**src/rtl/rv16r_print_pkg.sv**
```systemverilog
// -----------------------------------------------------------------------------
// rv16r_print_pkg
// Shared definitions for the rv16r print-register UART transmitter:
//   PRINT_SYNC_BYTE    - first byte of every frame
//   PRINT_FRAME_BYTES  - bytes per frame (sync + 6 data + checksum)
//   printTxState_t     - byte-level UART transmitter states
//   printChecksum()    - XOR of the six data bytes of a 48-bit snapshot
//   printFrameByte()   - selects byte N of a frame (0 = sync, 7 = checksum)
// -----------------------------------------------------------------------------
package rv16r_print_pkg;

    localparam logic [7:0] PRINT_SYNC_BYTE   = 8'hA5;
    localparam int         PRINT_FRAME_BYTES = 8;

    typedef enum logic [1:0] {
        IDLE,
        START,
        DATA,
        STOP
    } printTxState_t;

    // Snapshot layout is {R1, R2, R3}, so byte 0 of the data is R1[15:8].
    function automatic logic [7:0] printChecksum(input logic [47:0] snap);
        logic [7:0] sum;
        sum = '0;
        for (int unsigned i = 0; i < 6; i++) begin
            sum = sum ^ snap[47 - 8 * i -: 8];
        end
        return sum;
    endfunction

    function automatic logic [7:0] printFrameByte(input logic [47:0] snap,
                                                  input logic [7:0]  csum,
                                                  input logic [2:0]  idx);
        logic [7:0] b;
        case (idx)
            3'd0:    b = PRINT_SYNC_BYTE;
            3'd1:    b = snap[47:40];
            3'd2:    b = snap[39:32];
            3'd3:    b = snap[31:24];
            3'd4:    b = snap[23:16];
            3'd5:    b = snap[15:8];
            3'd6:    b = snap[7:0];
            default: b = csum;
        endcase
        return b;
    endfunction

endpackage

```
**src/rtl/rv16r_print_tx_uart.sv**
```systemverilog
// -----------------------------------------------------------------------------
// uart_byte_tx
// 8N1 byte serializer. One start bit (0), eight data bits LSB first, one stop
// bit (1); every bit lasts CLKS_PER_BIT clocks.
//   clk, rst    - clock, synchronous active-high reset
//   txByte      - byte to send, taken when byteValid && byteReady
//   byteValid   - a byte is offered
//   byteReady   - high in IDLE and in the last cycle of the stop bit, so a
//                 byte offered continuously follows the previous one with no gap
//   tx          - serial line, registered, idles high
// -----------------------------------------------------------------------------
module uart_byte_tx
    import rv16r_print_pkg::*;
#(
    parameter int CLKS_PER_BIT = 16
) (
    input  logic       clk,
    input  logic       rst,
    input  logic [7:0] txByte,
    input  logic       byteValid,
    output logic       byteReady,
    output logic       tx
);

    localparam int TIMER_W = (CLKS_PER_BIT > 1) ? $clog2(CLKS_PER_BIT) : 1;
    localparam logic [TIMER_W-1:0] TIMER_LAST = TIMER_W'(CLKS_PER_BIT - 1);

    printTxState_t      state, stateNext;
    logic [TIMER_W-1:0] timer, timerNext;
    logic [2:0]         bitIdx, bitIdxNext;
    logic [7:0]         shiftReg, shiftNext;
    logic               txNext;
    logic               bitDone;

    assign bitDone = (timer == TIMER_LAST);

    always_ff @(posedge clk) begin
        if (rst) begin
            state    <= IDLE;
            timer    <= '0;
            bitIdx   <= '0;
            shiftReg <= '0;
            tx       <= 1'b1;
        end else begin
            state    <= stateNext;
            timer    <= timerNext;
            bitIdx   <= bitIdxNext;
            shiftReg <= shiftNext;
            tx       <= txNext;
        end
    end

    always_comb begin
        stateNext  = state;
        timerNext  = bitDone ? '0 : timer + 1'b1;
        bitIdxNext = bitIdx;
        shiftNext  = shiftReg;
        txNext     = tx;
        byteReady  = 1'b0;

        case (state)
            IDLE: begin
                timerNext = '0;
                byteReady = 1'b1;
                if (byteValid) begin
                    stateNext = START;
                    shiftNext = txByte;
                    txNext    = 1'b0;
                end
            end
            START: begin
                if (bitDone) begin
                    stateNext  = DATA;
                    bitIdxNext = '0;
                    txNext     = shiftReg[0];
                end
            end
            DATA: begin
                if (bitDone) begin
                    if (bitIdx == 3'd7) begin
                        stateNext = STOP;
                        txNext    = 1'b1;
                    end else begin
                        bitIdxNext = bitIdx + 3'd1;
                        shiftNext  = shiftReg >> 1;
                        txNext     = shiftReg[1];
                    end
                end
            end
            STOP: begin
                byteReady = bitDone;
                if (bitDone) begin
                    // Chain straight into the next start bit when a byte waits.
                    if (byteValid) begin
                        stateNext = START;
                        shiftNext = txByte;
                        txNext    = 1'b0;
                    end else begin
                        stateNext = IDLE;
                    end
                end
            end
            default: begin
                stateNext = IDLE;
                txNext    = 1'b1;
            end
        endcase
    end

endmodule

```
**src/rtl/rv16r_print_tx.sv**
```systemverilog
// -----------------------------------------------------------------------------
// rv16r_print_tx
// Snapshots the three rv16r print registers and sends each changed (or forced)
// snapshot as an 8-byte UART frame: A5, R1 hi/lo, R2 hi/lo, R3 hi/lo, XOR.
//   clk, rst            - clock, synchronous active-high reset
//   printRegOneData     - print register 1
//   printRegTwoData     - print register 2
//   printRegThreeData   - print register 3
//   printForce          - send current snapshot even if unchanged (IDLE only)
//   tx                  - UART line, idles high
//   busy                - high for the whole 80-bit frame
//   frameCount          - completed frames, wraps at 256
// -----------------------------------------------------------------------------
module rv16r_print_tx
    import rv16r_print_pkg::*;
#(
    parameter int CLKS_PER_BIT = 16
) (
    input  logic        clk,
    input  logic        rst,
    input  logic [15:0] printRegOneData,
    input  logic [15:0] printRegTwoData,
    input  logic [15:0] printRegThreeData,
    input  logic        printForce,
    output logic        tx,
    output logic        busy,
    output logic [7:0]  frameCount
);

    localparam logic [2:0] LAST_BYTE = 3'(PRINT_FRAME_BYTES - 1);

    logic [47:0] snapshot;
    logic [47:0] lastSent;
    logic [47:0] frameBuf;
    logic [7:0]  checksum;
    logic [2:0]  byteIdx;
    logic        trigger;
    logic        byteValid;
    logic        byteReady;
    logic [7:0]  txByte;

    assign snapshot = {printRegOneData, printRegTwoData, printRegThreeData};
    assign trigger  = !busy && ((snapshot != lastSent) || printForce);

    // The sync byte is offered in the trigger cycle itself so the serializer
    // registers the start bit on the same edge that raises busy. While busy,
    // the byte after the one in flight is offered until the checksum has gone.
    always_comb begin
        byteValid = 1'b0;
        txByte    = PRINT_SYNC_BYTE;
        if (busy) begin
            byteValid = (byteIdx != LAST_BYTE);
            txByte    = printFrameByte(frameBuf, checksum, byteIdx + 3'd1);
        end else begin
            byteValid = trigger;
        end
    end

    always_ff @(posedge clk) begin
        if (rst) begin
            busy       <= 1'b0;
            byteIdx    <= '0;
            frameCount <= '0;
            lastSent   <= '0;
            frameBuf   <= '0;
            checksum   <= '0;
        end else if (trigger) begin
            busy     <= 1'b1;
            byteIdx  <= '0;
            frameBuf <= snapshot;
            lastSent <= snapshot;
            checksum <= printChecksum(snapshot);
        end else if (busy && byteReady) begin
            // byteReady while busy marks the final cycle of a stop bit.
            if (byteIdx == LAST_BYTE) begin
                busy       <= 1'b0;
                frameCount <= frameCount + 8'd1;
            end else begin
                byteIdx <= byteIdx + 3'd1;
            end
        end
    end

    uart_byte_tx #(
        .CLKS_PER_BIT(CLKS_PER_BIT)
    ) uByteTx (
        .clk      (clk),
        .rst      (rst),
        .txByte   (txByte),
        .byteValid(byteValid),
        .byteReady(byteReady),
        .tx       (tx)
    );

endmodule

```
**config.mk**
```make
export PLATFORM = sky130hd
export DESIGN_NAME = rv16r_print_tx
export DESIGN_NICKNAME = d
export VERILOG_FILES = /design/src/rtl/rv16r_print_pkg.sv /design/src/rtl/rv16r_print_tx_uart.sv /design/src/rtl/rv16r_print_tx.sv
export SDC_FILE = /design/constraint.sdc
export NUM_CORES = 1
export LEC_CHECK = 0
export CAP_MARGIN = 10
export CORE_MARGIN = 2
export CORE_UTILIZATION = 45
export CTS_BUF_LIST = sky130_fd_sc_hd__clkbuf_8
export CTS_CLUSTER_DIAMETER = 100
export DETAILED_ROUTE_END_ITERATION = 8
export PLACE_DENSITY_LB_ADDON = 0.25
export SLEW_MARGIN = 20
export SYNTH_ARGS = -nofsm -noshare
export SYNTH_HDL_FRONTEND = slang
export SYNTH_SLANG_ARGS = --single-unit
```
**constraint.sdc**
```tcl
create_clock -name clk -period 4 [get_ports clk]
set_clock_uncertainty 0.15 [all_clocks]
set_input_delay 1 -clock clk [delete_from_list [all_inputs] [get_ports clk]]
set_output_delay 1 -clock clk [all_outputs]
set_load 0.05 [all_outputs]
```
==> summary.txt <==
Setup Total Neg Slack = 0 ns
RSZ-0062 raised after global routing = no
Ports = 61
Via density = 5.46
Sequential-to-total area share from yosys stat = 35.8%
Worst path max stage delay = 0.48 ns
Port Buffers = 60
CP Data Arrival Time = 3.43 ns
Initial antenna violation count = 0
Layout fillers = 966
Setup violations, final = 0
Count leader, synth = xnor2_1
Worst Setup Path Type = input port to flop
M3 GR Usage = 4.42%
Total number of vias = 3902
Final WL = 11500 um
Max-cap violation count = 0
Distinct cells, synth = 49
Max_slew headroom = 43.2%
Met1 Use GR = 27.4%
Die W = 107 um
Worst-Skew Late Latency = 0.37 ns
Detailed router's first-iteration violation count = 211
Synth area leaders = dfxtp_1 36%, xnor2_1 16%, mux2i_1 11%, nor2_1 6.0%, ha_1 3.9%
Final setup margin = 0.707 ns
Post-synth top cells = 87 x xnor2_1, 86 x dfxtp_1, 77 x nor2_1
Core footprint = 0.0104 mm2
N_diodes = 0
Status = completed
Crit start category = input port
Congestion Overflow GR = 0
Clock sinks = 86
Die footprint = 0.0115 mm2
Mapped Cells = 521
Cell taking the most area after synthesis = dfxtp_1
Flip-flop and latch count after synthesis = 86
Hold crit path type = flop to flop
CP Max Fanout = 8
Final core occ = 55.0%
Synth top area share = 35.8%
Multi-input logic area = 0.00291 mm2
DP Worst Slack = 0.314 ns
Buf+Inv Stages, Crit Path = 1
Pwr dens = 426 mW/mm2
# nets final = 641
Worst-path cell chain = clkdlybuf4s50_1 -> xor2_1 -> a2111o_1 -> nor4_1 -> and4_2 -> a21oi_2 -> or2_0 -> o21ai_0
Gr busiest metal = met2
Remaining DRCs = 0
Gr usage total = 20.7%
Primary FF master, synth = dfxtp_1
Cell area after synthesis = 0.00481 mm2
Post-synth EDFFs = 0
CTS Root Cell = clkbuf_8
CTS buffer count = 9
DRT Pass-1 Iters = 5
Syn-to-layout area delta = 18.7%
Sequential cell area = 0.00172 mm2
Fin crit period = 3.29 ns
Static leakage = 0.00215 uW
Number of global-route vias before repair = 3788
Worst Setup End Kind = flop
Detail Route Antenna Nets = 0
Initial core utilization = 46.3%
Worst VDD drop = 0.000230 V
Met2 Usage GRT = 34.9%
Die height = 107 um
Post-CTS Resized = 0
Final Instance Area = 0.00570 mm2
Final Total Pwr = 2430 uW
CP delay by family, top = simple AND/OR/NAND/NOR gates
Routed len/inst = 16.0 um
Hpwl dp = 8380 um
YS warnings = 0
Hold_buf cts = 0
Slowest CP cell = clkdlybuf4s50_1
Syn avg cell area = 9.22 um2
Critical Path RT = 4.14 ns
Std-Cell Rows = 37
Post-synth net total = 587
Post-route clock period utilization = 82.3%
Hold Vio Cnt, Final = 0
Ratio of cells with drive above 1 in the final layout = 6.22%
Actual slew at the worst max-slew pin = 0.852 ns
Final Max Slew Viols = 0
# Post-CTS Setup Buffers = 0
Max Root-Sink Buffers = 2
Clk pin slew, worst setup/hold paths = 0.09 ns
CTS tree = yes
FMAX = 0.304 GHz
Gpl congestion = 0.832
H-tree depth = 3
FFs w/ async S/R, synth = 0%
Largest net degree at the start of global routing = 45
Post-Place Cell Area = 0.00552 mm2
First-pass GRT wire length = 18900 um
report_power, final:
group	internal (uW)	switching [uW]	total, uW
logic	339	435	774
clock network	298	321	620
registers	955	79.3	1030
routing by layer:
layer  share of wire (%)  vias to the layer above
li1                    -                     1946
met1                  48                     1885
met2                  48                       60
met3                 2.8                       11
met4                 1.3                        0
met5                   0                        -
layout make-up:
cell class                      instances  area share [%]
Tap cell                              136            2.98
Clock inverter                          5           0.899
Timing Repair Buffer                   69            11.8
Multi-Input combinational cell        399            51.0
Clock buffer                           10            2.41
Sequential cell                        86            30.2
Inverter                               10           0.658
flip-flops by register name (all words and copies together) (netlist names):
signal and cells:
uByteTx.shiftReg 8, uByteTx.state 2, frameCount 8, uByteTx.bitIdx 3, byteIdx 3, frameBuf 48
uByteTx.timer 4, checksum 8, uByteTx.tx 1, busy 1
path summary, 6_finish.rpt:
| check | slack, ns | cells past startpoint | from | endpoint |
|---|---|---|---|---|
| hold / removal | 0.30 | 1 | uByteTx.timer[0] | uByteTx.timer[0] |
| setup reg to reg | 1.10 | 10 | byteIdx[0] | uByteTx.shiftReg[0] |
| hold reg to reg | 0.30 | 1 | uByteTx.timer[0] | uByteTx.timer[0] |
| setup / recovery | 0.71 | 8 | printRegThreeData[6] | uByteTx.shiftReg[5] |
layout by cell type, fill, tap and decap left out, types with 3 or more instances in the layout:
| cell type | instances |
|---|---|
| a222oi_1 | 8 |
| dfxtp_1 | 86 |
| nand2b_1 | 7 |
| nor2_1 | 76 |
| a211oi_2 | 4 |
| clkbuf_8 | 10 |
| a21oi_1 | 23 |
| or3_1 | 3 |
| xnor2_1 | 87 |
| buf_4 | 8 |
| nand2_1 | 16 |
| inv_1 | 10 |
| a221oi_1 | 5 |
| mux2i_1 | 55 |
| a2111oi_0 | 4 |
| clkdlybuf4s50_1 | 59 |
| nand4_1 | 14 |
| and3_1 | 3 |
| nand3_1 | 5 |
| nor3_1 | 11 |
| a211oi_1 | 9 |
| o21ai_0 | 14 |
| nor4_1 | 4 |
| xor2_1 | 8 |
| ha_1 | 15 |
cells by family after synthesis:
| logic type | count (synthesis) | share of synthesized area (%) |
|---|---|---|
| AOI/OAI and AO/OA | 81 | 12.2 |
| xor gates and xnor gates | 95 | 17.3 |
| adders and majority gates | 15 | 3.91 |
| buffers and inverters | 36 | 3.77 |
| DFF | 86 | 35.8 |
| muxes | 57 | 11.9 |
| and+or+nand+nor | 151 | 15.0 |
per-stage QoR:
| step | instances | hold WS, ns |
|---|---|---|
| 6_report | 715 | 0.299 |
| 5_1_grt | 715 | 0.333 |
| 4_1_cts | 715 | 0.304 |
| 3_5_place_dp | 700 | 0.292 |
| 3_3_place_gp | 700 | 0.278 |
| 2_1_floorplan | 521 | 0.267 |
worst register-to-register path: cells and delay by family (launching register included):
| family | cells | cell delay (ns) |
|---|---|---|
| buffers and inverters | 2 | 0.41 |
| DFF | 1 | 0.37 |
| adders and majority gates | 2 | 0.82 |
| and+or+nand+nor | 1 | 0.08 |
| AOI/OAI and AO/OA | 5 | 0.96 |
No activity file was read; power rests on OpenSTA's default activity.
